File: src/rtl/mc_pkg.sv
// rtl/mc_pkg.sv - shared encodings and defaults for the SRAM port arbiter
package mc_pkg;

  typedef enum logic [1:0] {
    ST_IDLE  = 2'd0,
    ST_ISSUE = 2'd1,
    ST_WAIT  = 2'd2,
    ST_DONE  = 2'd3
  } state_t;

  typedef enum logic {
    GNT_IF  = 1'b0,
    GNT_MEM = 1'b1
  } gnt_t;

  localparam int DEF_ADDR_W  = 18;
  localparam int DEF_LATENCY = 2;

endpackage

File: src/rtl/mc_rr_pick.sv
// rtl/mc_rr_pick.sv - two-input picker, memory stage first, alternating only on conflict
module mc_rr_pick
  import mc_pkg::*;
(
  input  logic req_if,
  input  logic req_mem,
  input  gnt_t last_grant,
  output gnt_t grant,
  output logic any
);

  assign any = req_if | req_mem;

  always_comb begin
    grant = GNT_IF;
    if (req_mem && !(req_if && last_grant == GNT_MEM)) grant = GNT_MEM;
  end

endmodule

File: src/rtl/mem_port_arbiter.sv
// rtl/mem_port_arbiter.sv - serialises fetch and memory-stage accesses onto one SRAM port
module mem_port_arbiter
  import mc_pkg::*;
#(
  parameter int ADDR_W  = DEF_ADDR_W,
  parameter int LATENCY = DEF_LATENCY
) (
  input  logic              clock,
  input  logic              reset,
  input  logic              if_mc_en,
  input  logic [31:0]       if_mc_addr,
  output logic [31:0]       mc_if_data,
  output logic              mc_if_valid,
  output logic              mc_if_wait,
  input  logic              mem_mc_en,
  input  logic              mem_mc_we,
  input  logic [31:0]       mem_mc_addr,
  input  logic [31:0]       mem_mc_wdata,
  output logic [31:0]       mc_mem_data,
  output logic              mc_mem_valid,
  output logic              mc_mem_wait,
  output logic              ram_en,
  output logic              ram_we,
  output logic [ADDR_W-1:0] ram_addr,
  output logic [31:0]       ram_wdata,
  input  logic [31:0]       ram_rdata
);

  localparam logic [2:0] LAT = 3'(LATENCY);

  state_t     state;
  gnt_t       gnt;
  gnt_t       last_grant;
  gnt_t       pick;
  logic       any;
  logic       rd_op;
  logic [2:0] cnt;
  logic       unused_addr_bits;

  mc_rr_pick u_pick (
    .req_if     (if_mc_en),
    .req_mem    (mem_mc_en),
    .last_grant (last_grant),
    .grant      (pick),
    .any        (any)
  );

  // Gated by reset so every output reads 0 while reset is held.
  assign mc_if_wait  = reset & if_mc_en  & ~mc_if_valid;
  assign mc_mem_wait = reset & mem_mc_en & ~mc_mem_valid;

  assign unused_addr_bits = ^{if_mc_addr[31:ADDR_W+2], if_mc_addr[1:0],
                              mem_mc_addr[31:ADDR_W+2], mem_mc_addr[1:0]};

  always_ff @(posedge clock or negedge reset) begin
    if (!reset) begin
      state        <= ST_IDLE;
      gnt          <= GNT_IF;
      last_grant   <= GNT_IF;
      rd_op        <= 1'b0;
      cnt          <= '0;
      mc_if_data   <= '0;
      mc_if_valid  <= 1'b0;
      mc_mem_data  <= '0;
      mc_mem_valid <= 1'b0;
      ram_en       <= 1'b0;
      ram_we       <= 1'b0;
      ram_addr     <= '0;
      ram_wdata    <= '0;
    end else begin
      ram_en       <= 1'b0;
      ram_we       <= 1'b0;
      ram_addr     <= '0;
      ram_wdata    <= '0;
      mc_if_valid  <= 1'b0;
      mc_mem_valid <= 1'b0;
      case (state)
        ST_IDLE: begin
          if (any) begin
            gnt        <= pick;
            last_grant <= pick;
            ram_en     <= 1'b1;
            state      <= ST_ISSUE;
            if (pick == GNT_MEM) begin
              rd_op     <= ~mem_mc_we;
              ram_we    <= mem_mc_we;
              ram_addr  <= mem_mc_addr[ADDR_W+1:2];
              ram_wdata <= mem_mc_wdata;
            end else begin
              rd_op    <= 1'b1;
              ram_addr <= if_mc_addr[ADDR_W+1:2];
            end
          end
        end
        ST_ISSUE: begin
          cnt   <= 3'd1;
          state <= ST_WAIT;
        end
        ST_WAIT: begin
          cnt <= cnt + 3'd1;
          if (cnt == LAT) begin
            state <= ST_DONE;
            // Valid is raised here so it is high during DONE, alongside the captured data.
            if (gnt == GNT_IF) begin
              mc_if_valid <= 1'b1;
              if (rd_op) mc_if_data <= ram_rdata;
            end else begin
              mc_mem_valid <= 1'b1;
              if (rd_op) mc_mem_data <= ram_rdata;
            end
          end
        end
        ST_DONE: state <= ST_IDLE;
        default: state <= ST_IDLE;
      endcase
    end
  end

endmodule

File: config.mk
export PLATFORM = sky130hd
export DESIGN_NAME = mem_port_arbiter
export DESIGN_NICKNAME = d
export VERILOG_FILES = /design/src/rtl/mc_pkg.sv /design/src/rtl/mc_rr_pick.sv /design/src/rtl/mem_port_arbiter.sv
export SDC_FILE = /design/constraint.sdc
export NUM_CORES = 1
export LEC_CHECK = 0
export CORE_UTILIZATION = 39
export CTS_CLUSTER_SIZE = 8
export DETAILED_ROUTE_END_ITERATION = 7
export PLACE_DENSITY = 0.81
export SYNTH_ARGS = -nofsm -noshare
export SYNTH_HDL_FRONTEND = slang
export SYNTH_SLANG_ARGS = --single-unit
File: constraint.sdc
create_clock -name clock -period 2 [get_ports clock]
set_input_delay 0.5 -clock clock [delete_from_list [all_inputs] [get_ports clock]]
set_output_delay 0.5 -clock clock [all_outputs]
set_load 0.01 [all_outputs]
# Yosys cells after proc, flatten, opt, wreduce, memory -nomap -nowiden
# Cells that the tools add are included.
[word_totals] register_bits=125 in_bits=133 wordCells=60 output_inout_bits=120
[op_classes] reduce_logical=9 n_eq_ne=6 addsub=1 bitwise=9 muxes=23
[ops] operator="32-bit 2-to-1 mux" n=3
[ops] operator="18-bit 2-to-1 mux" n=3
[ops] operator="1-bit 2-to-1 mux" n=13
[ops] operator="2-bit one-hot mux with 4 select lines" n=1
[ops] operator="4-bit AND reduction" n=2
[ops] operator="3-bit one-hot mux with 2 select lines" n=1
[ops] operator="1-bit bitwise AND" n=4
[ops] operator="2-bit == test, second input constant" n=2
[ops] operator="2-bit 2-to-1 mux" n=2
[ops] operator="2-bit != test, second input constant" n=2
[ops] operator="1-bit inverter" n=4
[ops] operator="2-bit AND reduction" n=2
[ops] operator="3-bit by 1-bit adder with 3-bit output, second input constant" n=1
[ops] operator="3-bit by 2-bit == test with 1-bit output, second input constant" n=1
[ops] operator="2-bit by 1-bit == test with 1-bit output, second input constant" n=1
[ops] operator="1-bit logical AND" n=2
[ops] operator="2-bit zero test" n=1
[ops] operator="2-bit nonzero test" n=1
[ops] operator="1-bit zero test" n=1
[ops] operator="1-bit OR" n=1

# Logic depth before layout (Yosys ltp)
[depth] ltp_word=7 ltp_mapped=6 mapped_depth_nobuf=5

# Cells and area by module
# Synthesis repeated with hierarchy kept, for this count alone.
[hier_totals] cells_unflattened=309 area_unflattened_um2=4928.5
[modules_own_cells] mod="mem_port_arbiter" n_inst=1 cells_each=307 area_per_inst_um2=4914.7
[modules_own_cells] mod="mc_rr_pick" n_inst=1 cells_each=2 area_per_inst_um2=13.8

# Worst setup path before layout
# No wires, ideal clock.
[synth_path] kind="flip-flop to flip-flop" startpoint="register state[0]" endpoint="register mc_if_data[0]" arrival_ns=1.645 slack_ns=0.230 synth_period_minus_slack_ns=1.770 setup_ns=0.125 path_stages_with_launch=7 n_path_buf=1 cell_sequence="dfrtp_1 inv_1 ha_1 and3b_1 nor3b_4 buf_4 mux2_2"
[synth_between] elab_chain_cells=2
[synth_rtl] element="start: declaration" line="mem_port_arbiter.sv:31" rtl="state_t state;"
[synth_rtl] element="start signal: assignment" line="mem_port_arbiter.sv:57" rtl="state <= ST_IDLE;"
[synth_rtl] element="start signal: assignment" line="mem_port_arbiter.sv:83" rtl="state <= ST_ISSUE;"
[synth_rtl] element="start signal: assignment" line="mem_port_arbiter.sv:97" rtl="state <= ST_WAIT;"
[synth_rtl] element="2-bit == test" line="mem_port_arbiter.sv:77" rtl="case (state)"
[synth_rtl] element="4-bit AND reduction (no line)"
[synth_rtl] element="end signal: assignment" line="mem_port_arbiter.sv:106" rtl="if (rd_op) mc_if_data <= ram_rdata;"
[synth_rtl] element="end: declaration" line="mem_port_arbiter.sv:12" rtl="output logic [31:0] mc_if_data,"
# Every way passes these cells.
# A chain may end at the register's enable or synchronous reset.

# Final worst setup path
[layout_path] startpoint="register cnt[0]" endpoint="register mc_if_data[28]"
[layout_between] elab_chain_cells=2
[layout_rtl] element="start: declaration" line="mem_port_arbiter.sv:37" rtl="logic [2:0] cnt;"
[layout_rtl] element="start signal: assignment" line="mem_port_arbiter.sv:100" rtl="cnt <= cnt + 3'd1;"
[layout_rtl] element="3-bit by 2-bit == test with 1-bit output" line="mem_port_arbiter.sv:101" rtl="if (cnt == LAT) begin"
[layout_rtl] element="4-bit AND reduction (no line)"
# Every way passes these cells.

==> flow_summary_export.csv <==
group,metric,value,unit
sta,rsz0062_at_grt,"false",
worst_setup_path,startpoint,"cnt[0]",
finish,syn_to_final_growth,65.6,%
finish,antenna_cells,0,
worst_setup_path,cp_data_arrival_time,2.20,ns
yosys,synth.most_common_cell,"dfrtp_1",
finish,seqCellArea,3130,sq um
die,rows,39,
worst_setup_path,start_kind,"flop",
clock_network,cts_tree,"built",
global_routing,grt_usage,20.6,%
yosys,synthTopCellsByCount,"dfrtp_1 (125), mux2_2 (63), nand2_1 (38)",
sta,clock_skew,0.0103,ns
clock_network,cts_buffers,17,
min_path,hold_class,"primary input to asynchronous set/reset pin",
die,die_area,12300,sq um
pwr,p_total,10.3,mW
sta,slew_viol_final,0,
pwr,clock_power_share,25.9,%
sta,period_share,95.9,%
global_routing,grt_max_degree,126,
yosys,synthDominantCellAreaShare,67.6,%
global_routing,antenna_found_initial,0,
yosys,yosysTopAreaCell,"dfrtp_1",
worst_setup_path,crit_path_end,"mc_if_data[28]",
worst_setup_path,endpoint_kind,"flop",
finish,fillers,869,
die,fp.dieH,111,microns
routing,postRouteAntennaNets,0,
yosys,synth_area,4630,sq um
yosys,synth_seq_cells,125,
finish,drive_above_1_share,18.9,%
yosys,yosysUniqueCellTypes,27,
routing,vias_per_cell,4.85,
placement,io_buffer_count,224,
clock_network,h-tree-depth,4,
clock_network,clock-sinks,125,
pwr,p_sw_share,29.0,%
finish,multi_input_area,1400,sq um
yosys,netlist_top_cells_area,"dfrtp_1 (68%), mux2_2 (15%), and3_1 (4.5%)",
clock_network,hold_buffers,0,
yosys,syn_nets,469,
yosys,synth_cells,332,
finish,final_cells,724,
routing,remaining_drc_errors,0,
global_routing,grt_pass1_vias,3840,
pwr,peakVddDrop,0.848,mV
worst_setup_path,rrSetupSlack,0.08,ns
pwr,p_switching,2.99,mW
placement,dp_hpwl,8500,microns
routing,drt_iter0_drc,131,
sta,final.min_clock_period,1.92,ns
finish,nNetsFinal,705,
placement,dp_slack,-0.145,ns
pwr,pwr-share-seq,37.5,%
worst_setup_path,timing.rr.start,"cnt[0]",
placement,place_area,7110,sq um
die,die_w,111,microns
pwr,powerDensity,1340,nW/um^2
clock_network,cts_root_buf,"clkbuf_16",
routing,drtPass1Iterations,4,
sta,hold_viol,0,
routing,vias,3514,
pwr,p_comb_share,36.7,%
sta,max_slew_margin,55.6,%
routing,wl,12200,microns
global_routing,grt.overflow.total,0,
yosys,synth_area_per_cell,13.9,sq um
die,core,11500,sq um
clock_network,path_clk_slew,0.05,ns
worst_setup_path,crit_required,2.28,ns
finish,fin_area,7660,sq um
pwr,p_int,7.30,mW
flow_run,drv_cap,0,
yosys,ys.flop_type,"dfrtp_1",
sta,fin_ws,0.0826,ns
yosys,synth_seq_area_share,67.6,%
clock_network,worst_skew_pair.late_latency,0.40,ns
sta,setup_viol,0,
clock_network,cts_buffer_depth,2,
run_status,status,"finished clean",
die,initial_utilization,40.3,%
worst_setup_path,path_max_fanout,16,
sta,fmax,522,MHz
die,ioPinCount,253,
routing,drt-wirelength-per-cell,16.8,microns
placement,place_inst,690,
yosys,async_reset_ff_share,100,%
yosys,synth-edff-count,0,
pwr,leakagePower,3.55,nW
global_routing,grt_pass1_wl,19700,microns
yosys,yosysWarnings,0,
sta,tightest_slew,0.666,ns
worst_setup_path,r2r_end,"mc_if_data[28]",
placement,place_congestion,0.750,
worst_setup_path,path_class,"flop to flop",
worst_setup_path,worstRegToRegCells,7,
-- worst max-delay path, stage by stage, from the launching register on --
cell	delay [ns]
dfrtp_1	0.41
inv_1	0.07
ha_1	0.17
and3b_2	0.25
nor3b_4	0.18
buf_4	0.17
clkbuf_16	0.19
mux2_2	0.34
-- registers in the layout (all words and copies together), names as in the netlist --
signal	flops
ram_wdata	32
rd_op	1
mc_mem_valid	1
mc_if_data	32
mc_mem_data	32
last_grant	1
cnt	3
ram_addr	18
ram_we	1
state	2
mc_if_valid	1
ram_en	1
-- through the flow --
step	TNS, ns	hold slack (ns)	util [%]
2_1_floorplan	0	0.204	-
3_3_place_gp	-0.291	0.473	62.0
3_5_place_dp	-0.278	0.492	62.0
4_1_cts	0	0.297	66.5
5_1_grt	0	0.289	66.8
6_report	0	0.236	66.8
-- repair_timing --
action,in CTS,in global routing
gates resized for setup,2,1
setup endpoints to repair,2,32
setup buffers,0,1
gates cloned,0,1
-- logic make-up after synthesis --
| family | Yosys count | synth area share, % |
|---|---|---|
| flip-flops | 125 | 67.6 |
| buffers and inverters | 26 | 2.49 |
| adder cells (fa/ha/maj) | 4 | 1.08 |
| multiplexers | 65 | 15.8 |
| AND/OR/NAND/NOR | 83 | 9.33 |
| AO/OA/AOI/OAI | 29 | 3.65 |
-- cell type report --
type	count	share of cell area [%]
Sequential cell	125	40.8
Timing Repair Buffer	236	31.4
Multi-Input combinational cell	181	18.3
Clock buffer	21	5.88
Tap cell	143	2.34
Clock inverter	11	0.931
Inverter	7	0.343
-- how the worst min path moves through the flow --
stage	to	slack, ns	depth (start not counted)
final	mc_mem_data[2]	0.24	2
after detailed placement	mc_if_data[22]	0.49	1
after global placement	mc_if_data[29]	0.47	1
after floorplan	cnt[0]	0.20	0
after CTS	mc_if_data[4]	0.30	2
after global routing	mc_mem_data[2]	0.29	2
-- power groups by stage --
stage	logic [mW]	registers [mW]	clock network (mW)
floorplan	1.11	4.24	0
global placement	3.69	3.83	0
detailed placement	3.80	3.90	0
CTS	3.81	3.87	2.73
global route	4.02	3.97	2.87
finish	3.77	3.85	2.66
-- layout by cell type (no fill, tap or decap), drive strengths merged --
| cell type | Yosys | layout |
|---|---|---|
| clkdlybuf4s50 | 0 | 221 |
| dfrtp | 125 | 125 |
| mux2 | 65 | 65 |
| nand2 | 38 | 38 |
| and3 | 33 | 33 |
| clkbuf | 11 | 22 |
| a21oi | 19 | 19 |
| buf | 8 | 12 |
| clkinv | 0 | 9 |
| inv | 7 | 7 |
| ha | 4 | 4 |
| nor2 | 3 | 3 |
| o21ai | 3 | 3 |
| nand3b | 2 | 2 |
| clkinvlp | 0 | 2 |
| dlygate4sd2 | 0 | 2 |
| nand3 | 2 | 2 |
| a21boi | 1 | 1 |
| a21bo | 1 | 1 |
| and3b | 1 | 1 |
| and2 | 1 | 1 |
| nor2b | 1 | 1 |
| nor3b | 1 | 1 |
| nand2b | 1 | 1 |
| a22oi | 1 | 1 |
| o22a | 1 | 1 |
| o21a | 1 | 1 |
| a22o | 1 | 1 |
| o2bb2ai | 1 | 1 |
-- layer usage --
metal	global-route usage [%]	up-vias	wire length (microns)
met5	0	-	0
met4	7.73	0	195
met3	6.78	17	715
met2	35.7	131	6440
met1	23.7	1759	4840
li1	-	1607	-
No activity file was read; power rests on OpenSTA's default activity.
